$ cat src/rtl/shift_595_driver_if.sv
// Frame/clear handshake between a host and the 74LV595 chain driver.
interface shift_595_driver_if #(
    parameter int NCHIP = 2
) ();
    logic                 in_valid;
    logic                 in_ready;
    logic [8*NCHIP-1:0]   in_data;
    logic                 clr_req;
    logic                 done;

    modport master (
        output in_valid,
        output in_data,
        output clr_req,
        input  in_ready,
        input  done
    );

    modport slave (
        input  in_valid,
        input  in_data,
        input  clr_req,
        output in_ready,
        output done
    );
endinterface

$ cat src/rtl/shift_595_driver.sv
// Serialises a frame MSB-first into a daisy chain of 74LV595 shift registers,
// latches it with RCLK, and can zero the chain through SRCLRn.
module shift_595_driver #(
    parameter int NCHIP  = 2,
    parameter int CLKDIV = 2
) (
    input  logic               clk,
    input  logic               rstn,
    shift_595_driver_if.slave  bus,
    input  logic               out_en,
    output logic               SER,
    output logic               SRCLK,
    output logic               RCLK,
    output logic               SRCLRn,
    output logic               OEn
);
    localparam int W  = 8 * NCHIP;
    localparam int BW = $clog2(W);
    localparam int DW = $clog2(CLKDIV + 1);

    localparam logic [BW-1:0] BIT_TOP  = BW'(W - 1);
    localparam logic [DW-1:0] DIV_LAST = DW'(CLKDIV - 1);

    localparam logic [2:0] IDLE   = 3'd0;
    localparam logic [2:0] SH_LO  = 3'd1;
    localparam logic [2:0] SH_HI  = 3'd2;
    localparam logic [2:0] CLR_LO = 3'd3;
    localparam logic [2:0] CLR_HI = 3'd4;
    localparam logic [2:0] LT_HI  = 3'd5;
    localparam logic [2:0] LT_LO  = 3'd6;

    logic [2:0]    state_q, state_d;
    logic [DW-1:0] div_q, div_d;
    logic [BW-1:0] bit_q, bit_d;
    logic [W-1:0]  data_q, data_d;
    logic          done_q, done_d;
    logic          ser_q, ser_d;
    logic          srclk_q, srclk_d;
    logic          rclk_q, rclk_d;
    logic          srclrn_q, srclrn_d;
    logic          oen_q, oen_d;
    logic          div_last;

    assign div_last     = (div_q == DIV_LAST);
    assign bus.in_ready = (state_q == IDLE) && !bus.clr_req;
    assign bus.done     = done_q;

    always_comb begin
        state_d = state_q;
        div_d   = div_q;
        bit_d   = bit_q;
        data_d  = data_q;
        done_d  = 1'b0;

        if (state_q != IDLE) begin
            div_d = div_last ? '0 : div_q + 1'b1;
        end

        case (state_q)
            IDLE: begin
                if (bus.clr_req) begin
                    state_d = CLR_LO;
                end else if (bus.in_valid) begin
                    state_d = SH_LO;
                    data_d  = bus.in_data;
                    bit_d   = BIT_TOP;
                end
            end
            SH_LO:  if (div_last) state_d = SH_HI;
            SH_HI: begin
                if (div_last) begin
                    if (bit_q == '0) begin
                        state_d = LT_HI;
                    end else begin
                        state_d = SH_LO;
                        bit_d   = bit_q - 1'b1;
                    end
                end
            end
            CLR_LO: if (div_last) state_d = CLR_HI;
            CLR_HI: if (div_last) state_d = LT_HI;
            LT_HI:  if (div_last) state_d = LT_LO;
            LT_LO: begin
                if (div_last) begin
                    state_d = IDLE;
                    done_d  = 1'b1;
                end
            end
            default: state_d = IDLE;
        endcase

        // Pins are registered from the next state so they line up with state_q.
        ser_d    = ((state_d == SH_LO) || (state_d == SH_HI)) ? data_d[bit_d] : 1'b0;
        srclk_d  = (state_d == SH_HI) || (state_d == CLR_HI);
        rclk_d   = (state_d == LT_HI);
        srclrn_d = !((state_d == CLR_LO) || (state_d == CLR_HI));
        oen_d    = !out_en;
    end

    always_ff @(posedge clk) begin
        if (!rstn) begin
            state_q  <= IDLE;
            div_q    <= '0;
            bit_q    <= '0;
            data_q   <= '0;
            done_q   <= 1'b0;
            ser_q    <= 1'b0;
            srclk_q  <= 1'b0;
            rclk_q   <= 1'b0;
            srclrn_q <= 1'b1;
            oen_q    <= 1'b1;
        end else begin
            state_q  <= state_d;
            div_q    <= div_d;
            bit_q    <= bit_d;
            data_q   <= data_d;
            done_q   <= done_d;
            ser_q    <= ser_d;
            srclk_q  <= srclk_d;
            rclk_q   <= rclk_d;
            srclrn_q <= srclrn_d;
            oen_q    <= oen_d;
        end
    end

    assign SER    = ser_q;
    assign SRCLK  = srclk_q;
    assign RCLK   = rclk_q;
    assign SRCLRn = srclrn_q;
    assign OEn    = oen_q;
endmodule

$ cat src/flat_wrapper.sv
// flat-port wrapper written by rule: the top's interface ports become plain ports
module shift_595_driver_flat 
#(
    parameter int NCHIP  = 2,
    parameter int CLKDIV = 2
)
  (clk, rstn, out_en, SER, SRCLK, RCLK, SRCLRn, OEn, bus_in_valid, bus_in_data, bus_clr_req, bus_in_ready, bus_done);
  shift_595_driver_if #(.NCHIP(NCHIP)) bus_i ();
  input  logic clk;
  input  logic rstn;
  input  logic out_en;
  output logic SER;
  output logic SRCLK;
  output logic RCLK;
  output logic SRCLRn;
  output logic OEn;
  input wire logic [$bits(bus_i.in_valid)-1:0] bus_in_valid;
  input wire logic [$bits(bus_i.in_data)-1:0] bus_in_data;
  input wire logic [$bits(bus_i.clr_req)-1:0] bus_clr_req;
  output wire logic [$bits(bus_i.in_ready)-1:0] bus_in_ready;
  output wire logic [$bits(bus_i.done)-1:0] bus_done;
  assign bus_i.in_valid = bus_in_valid;
  assign bus_i.in_data = bus_in_data;
  assign bus_i.clr_req = bus_clr_req;
  assign bus_in_ready = bus_i.in_ready;
  assign bus_done = bus_i.done;
  shift_595_driver #(.NCHIP(NCHIP), .CLKDIV(CLKDIV)) u_core (.clk(clk), .rstn(rstn), .bus(bus_i), .out_en(out_en), .SER(SER), .SRCLK(SRCLK), .RCLK(RCLK), .SRCLRn(SRCLRn), .OEn(OEn));
endmodule
$ cat config.mk
export PLATFORM = sky130hd
export DESIGN_NAME = shift_595_driver_flat
export DESIGN_NICKNAME = d
export VERILOG_FILES = /design/src/rtl/shift_595_driver_if.sv /design/src/rtl/shift_595_driver.sv /design/src/flat_wrapper.sv
export SDC_FILE = /design/constraint.sdc
export NUM_CORES = 1
export LEC_CHECK = 0
export CAP_MARGIN = 20
export CORE_MARGIN = 5
export CORE_UTILIZATION = 30
export DETAILED_ROUTE_END_ITERATION = 10
export GPL_ROUTABILITY_DRIVEN = 0
export MAX_ROUTING_LAYER = met4
export PLACE_DENSITY = 0.5
export SYNTH_ARGS = -nofsm -noshare
export SYNTH_HDL_FRONTEND = slang
export SYNTH_SLANG_ARGS = --single-unit
$ cat constraint.sdc
create_clock -name clk -period 3.4 [get_ports clk]
set_clock_uncertainty 0.05 [all_clocks]
set_input_delay 0.68 -clock clk [delete_from_list [all_inputs] [get_ports clk]]
set_output_delay 0.68 -clock clk [all_outputs]
set_load 0.01 [all_outputs]
## Yosys cells after proc, flatten, opt, wreduce, memory -nomap -nowiden

Cells that the tools add are included.
W data, S select, Z words.

| word-level totals | value |
|---|---|
| memory bits (writable) | 0 |
| word-level logic and storage cells | 59 |
| bits in latches | 0 |
| memories kept | 0 |
| flip-flop bits (word level) | 31 |
| memory bits (read-only) | 0 |

| cells by class | value |
|---|---|
| multiply operators | 0 |
| $lt $le $gt $ge | 1 |
| divide/modulo/power cells | 0 |
| equality and inequality tests | 12 |
| $add $sub $neg | 2 |
| shift-type cells | 0 |
| reduce and logical (&&, ||, !) cells | 12 |
| bitwise gates (word level) | 0 |
| muxes and demuxes | 22 |

Operator list:

| kind | number |
|---|---|
| $mux W16 | 3 |
| $mux W3 | 9 |
| $pmux W3 S7 | 1 |
| $mux W4 | 4 |
| $eq A3 B3 Y1 const B | 5 |
| $eq A3 B2 Y1 const B | 4 |
| $pmux W4 S2 | 1 |
| $eq A3 B1 Y1 const B | 2 |
| $lt A4 B5 Y1 const B | 1 |
| $bmux W1 S4 | 1 |
| $logic_not A4 Y1 | 1 |
| $reduce_and A2 Y1 | 2 |
| $sub A4 B1 Y4 const B | 1 |
| $logic_not A1 Y1 | 3 |
| $logic_not A3 Y1 | 1 |
| $logic_or A1 B1 Y1 | 3 |
| $reduce_bool A3 Y1 | 1 |
| $add A2 B1 Y2 const B | 1 |
| $eq A2 B1 Y1 const B | 1 |
| $mux W1 | 2 |
| $mux W2 | 1 |
| $logic_and A1 B1 Y1 | 1 |

## Logic depth before layout (Yosys ltp)

| depth | value |
|---|---|
| depth in word-level cells | 7 |
| gate-level depth with buffers | 8 |

## Least setup slack after synthesis

Ideal clock, no wire load.

| timing | value |
|---|---|
| path type | in2reg |
| start | input port bus_clr_req |
| end | register u_core.ser_q, in the netlist u_core.SER |
| cell stages on the path | 7 |
| data arrival time | 1.980 ns |
| library setup time | 0.092 ns |
| path slack | 1.278 ns |
| path through | nor4_2 and2_1 buf_2 o21ai_0 a32oi_1 a211oi_1 o32ai_1 |

| between the ends | value |
|---|---|
| longest elaborated chain between the ends | 5 |
| elaborated cells on any way between the ends | 12 |
| those cells by class | eq/ne (2); mux (8); reduce/logical (2) |

RTL lines:

| what | line | source |
|---|---|---|
| start, declared | flat_wrapper.sv:19 | `input wire logic [$bits(bus_i.clr_req)-1:0] bus_clr_req;` |
| branches (longest 5 deep; another with $mux W4) | - |  |
| end signal, assigned | shift_595_driver.sv:118 | `ser_q <= ser_d;` |
| end, declared | shift_595_driver.sv:37 | `logic ser_q, ser_d;` |

Several ways; the timed one is not identified. The select of a mux whose other input is x is not followed.
A chain may end at the register's enable or synchronous reset.

## Final worst setup path

| timing | value |
|---|---|
| start | input port bus_clr_req |
| end | output port bus_in_ready |

| between the ends | value |
|---|---|
| longest elaborated chain between the ends | 2 |

RTL lines:

| what | line | source |
|---|---|---|
| $logic_not A1 Y1 | shift_595_driver.sv:45 | `assign bus.in_ready = (state_q == IDLE) && !bus.clr_req;` |
| $logic_and A1 B1 Y1 | shift_595_driver.sv:45 |  |
| end, declared | flat_wrapper.sv:20 | `output wire logic [$bits(bus_i.in_ready)-1:0] bus_in_ready;` |

Every way passes these cells.

==> flow_summary_export.csv <==
group,metric,value,unit
critical_path,r2r_end,"u_core.SER",
cells_and_area,layout_commonest_cell,"nand2_1",
yosys,syn-mean-instance-area,8.12,µm²
floorplanning,fp.dieArea,7350,µm²
sta,tightest_slew,728,ps
sta,finalSetupTns,0,ps
yosys,ys_ff_latch,31,
status,outcome,"finished clean",
clock_network,h-tree-depth,2,
floorplanning,row_count,27,
sta,rsz0062_at_grt,"false",
sta,fmax,345,MHz
clock_network,clk_path_buf_depth,2,
grt,grt_pass1_vias,1455,
pwr,p_per_area,551,nW/µm²
floorplanning,start_util,0.311,
sta,final-max-slew-violation-count,0,
pwr,leakage,0.755,nW
critical_path,crit_start,"bus_clr_req",
clock_network,clock_latency,280,ps
yosys,synthSimpleGateAreaFrac,0.302,
hold_path,hold_class,"reg -> reg",
yosys,syn_area,1720,µm²
sta,setup_viol,0,
drt,drt-initial-drc-count,136,
critical_path,critPathKind,"in -> out",
yosys,synth_cells,212,
clock_network,clk_root_buffer_cell,"clkbuf_8",
floorplanning,die_height,85.7,µm
drt,ant_nets,0,
critical_path,r2r_setup_slack,840,ps
placed_design,detailed_place_hpwl,3160,µm
cells_and_area,fin_area,2140,µm²
clock_network,postCtsHoldBufs,0,
yosys,synth-seq-area-share,0.361,
cells_and_area,final_cell_mix,"nand2_1 (45), dfxtp_1 (31), a21oi_1 (30)",
yosys,yosys_warnings,0,
drt,drc_errors,0,
critical_path,r2r_cells,9,
critical_path,cp_max_fo,4,
floorplanning,coreArea,5540,µm²
grt,antenna_found_initial,0,
yosys,synth_flop_cell,"dfxtp_1",
cells_and_area,fillers,596,
sta,holdWs,407,ps
clock_network,cts_tree,"done",
run,drv_cap,0,
cells_and_area,drive_gt1_frac,0.121,
floorplanning,io_pins,28,
critical_path,timing.rr.start,"u_core.bit_q[0]",
sta,slew_headroom,0.514,
floorplanning,die_width,85.7,µm
yosys,synthMuxAreaShare,0.0451,
critical_path,required,2670,ps
yosys,syn_nets,234,
drt,drt_pass1_iterations,4,
yosys,synthAdderAreaFrac,0.00727,
drt,dr_total_vias,1562,
sta,hold_viol,0,
yosys,synthXorXnorAreaFrac,0,
yosys,synthArstFlopShare,0,
yosys,synth_edf_count,0,
cells_and_area,final_nets,261,
cells_and_area,n_antenna_cell,0,
cells_and_area,finish.utilization,0.387,
clock_network,clock_sinks,31,
placed_design,place_area,2060,µm²
cells_and_area,multi_input_area,1020,µm²
yosys,synth_cell_types,53,
sta,finalCriticalPeriod,2900,ps
yosys,synth-compound-area-share,0.236,
sta,setup_slack,500,ps
cells_and_area,register_area,621,µm²
grt,grtUsageTotal,0.130,
sta,period_share,0.853,
yosys,synth_top_family_by_area,"simple AND/OR/NAND/NOR gates",
drt,wire_per_inst,14.2,µm
placed_design,place.port_buffers,27,
drt,wl,4410,µm
critical_path,setup.worst_path.end,"bus_in_ready",
grt,grt_overflow,0,
clock_network,post_cts_buffers,0,
grt,grt_max_degree,23,
critical_path,worstSetupEndpointType,"primary output",
drt,vias_per_cell,5.02,
clock_network,clkTransAtPathRegs,60,ps
cells_and_area,synthToLayoutAreaGrowth,24.7,%
grt,grt_pass1_wl,7440,µm
clock_network,numCtsBuffers,5,
critical_path,crit_arrival,2170,ps
critical_path,cp-start-kind,"primary input",
clock_network,cts_resized,0,
placed_design,pre_cts_ws,478,ps
pwr,peakVddDrop,0.000163,V
hold_path,holdPathStages,2,
==> metal layers <==
metal  vias to the layer above  wire (µm)  global-route usage
met3                         5        151              0.0240
met4                         0         55              0.0432
met5                         -          0                   -
li1                        806          -                   -
met2                        28       1960               0.184
met1                       723       2250               0.184
==> flip-flops by register name (all words and copies together), names as in the netlist <==
| signal | flops |
|---|---|
| u_core.OEn | 1 |
| u_core.data_q | 16 |
| u_core.bus.done | 1 |
| u_core.SRCLRn | 1 |
| u_core.SER | 1 |
| u_core.bit_q | 4 |
| u_core.SRCLK | 1 |
| u_core.RCLK | 1 |
| u_core.state_q | 3 |
| u_core.div_q | 2 |
==> cells by family after synthesis <==
logic type / after synthesis
adders and majority gates: 1
AOI/OAI and AO/OA: 60
DFF: 31
buffers and inverters: 18
and+or+nand+nor: 95
muxes: 7
==> worst min-delay path by stage <==
stage	startpoint	endpoint	slack [ps]
floorplan	u_core.data_q[3]	u_core.data_q[3]	380
global placement	u_core.data_q[10]	u_core.data_q[10]	390
detailed placement	u_core.data_q[5]	u_core.data_q[5]	400
CTS	u_core.data_q[15]	u_core.data_q[15]	410
global route	u_core.data_q[15]	u_core.data_q[15]	430
finish	u_core.data_q[15]	u_core.data_q[15]	410
==> final cells by class <==
type | instances | area share
Multi-Input combinational cell | 163 | 0.474
Sequential cell | 31 | 0.289
Timing Repair Buffer | 32 | 0.144
Tap cell | 72 | 0.0420
Clock buffer | 6 | 0.0385
Inverter | 6 | 0.0105
Clock inverter | 1 | 0.00233
==> worst max-delay path, stage by stage <==
cell,delay [ps]
clkdlybuf4s50_1,460
nor4_2,400
clkdlybuf4s50_1,620
==> power by group <==
| part | leakage (nW) | switching (W) | total [W] | internal (W) |
|---|---|---|---|---|
| Combinational | 0.455 | 0.000253 | 0.000439 | 0.000185 |
| Clock | 0.0470 | 0.000134 | 0.000292 | 0.000159 |
| Sequential | 0.253 | 0.0000450 | 0.000450 | 0.000405 |
==> through the flow <==
| step | instances | power [W] |
|---|---|---|
| 2_1_floorplan | 212 | 0.000778 |
| 3_3_place_gp | 304 | 0.000898 |
| 3_5_place_dp | 304 | 0.000896 |
| 4_1_cts | 311 | 0.00119 |
| 5_1_grt | 311 | 0.00127 |
| 6_report | 311 | 0.00118 |
==> cell usage after synthesis, drive strengths merged (4+ instances only) <==
cell / number / area [µm²]
o21ai: 7 / 35.0
dfxtp: 31 / 621
mux2i: 4 / 40.0
nand2b: 4 / 25.0
nor4: 4 / 61.3
a21oi: 30 / 150
nand3: 7 / 47.6
nor3: 7 / 40.0
nand2: 45 / 169
inv: 6 / 22.5
nor2: 12 / 50.1
buf: 6 / 38.8
clkbuf: 6 / 22.5
Power figures use the tool's default switching activity.
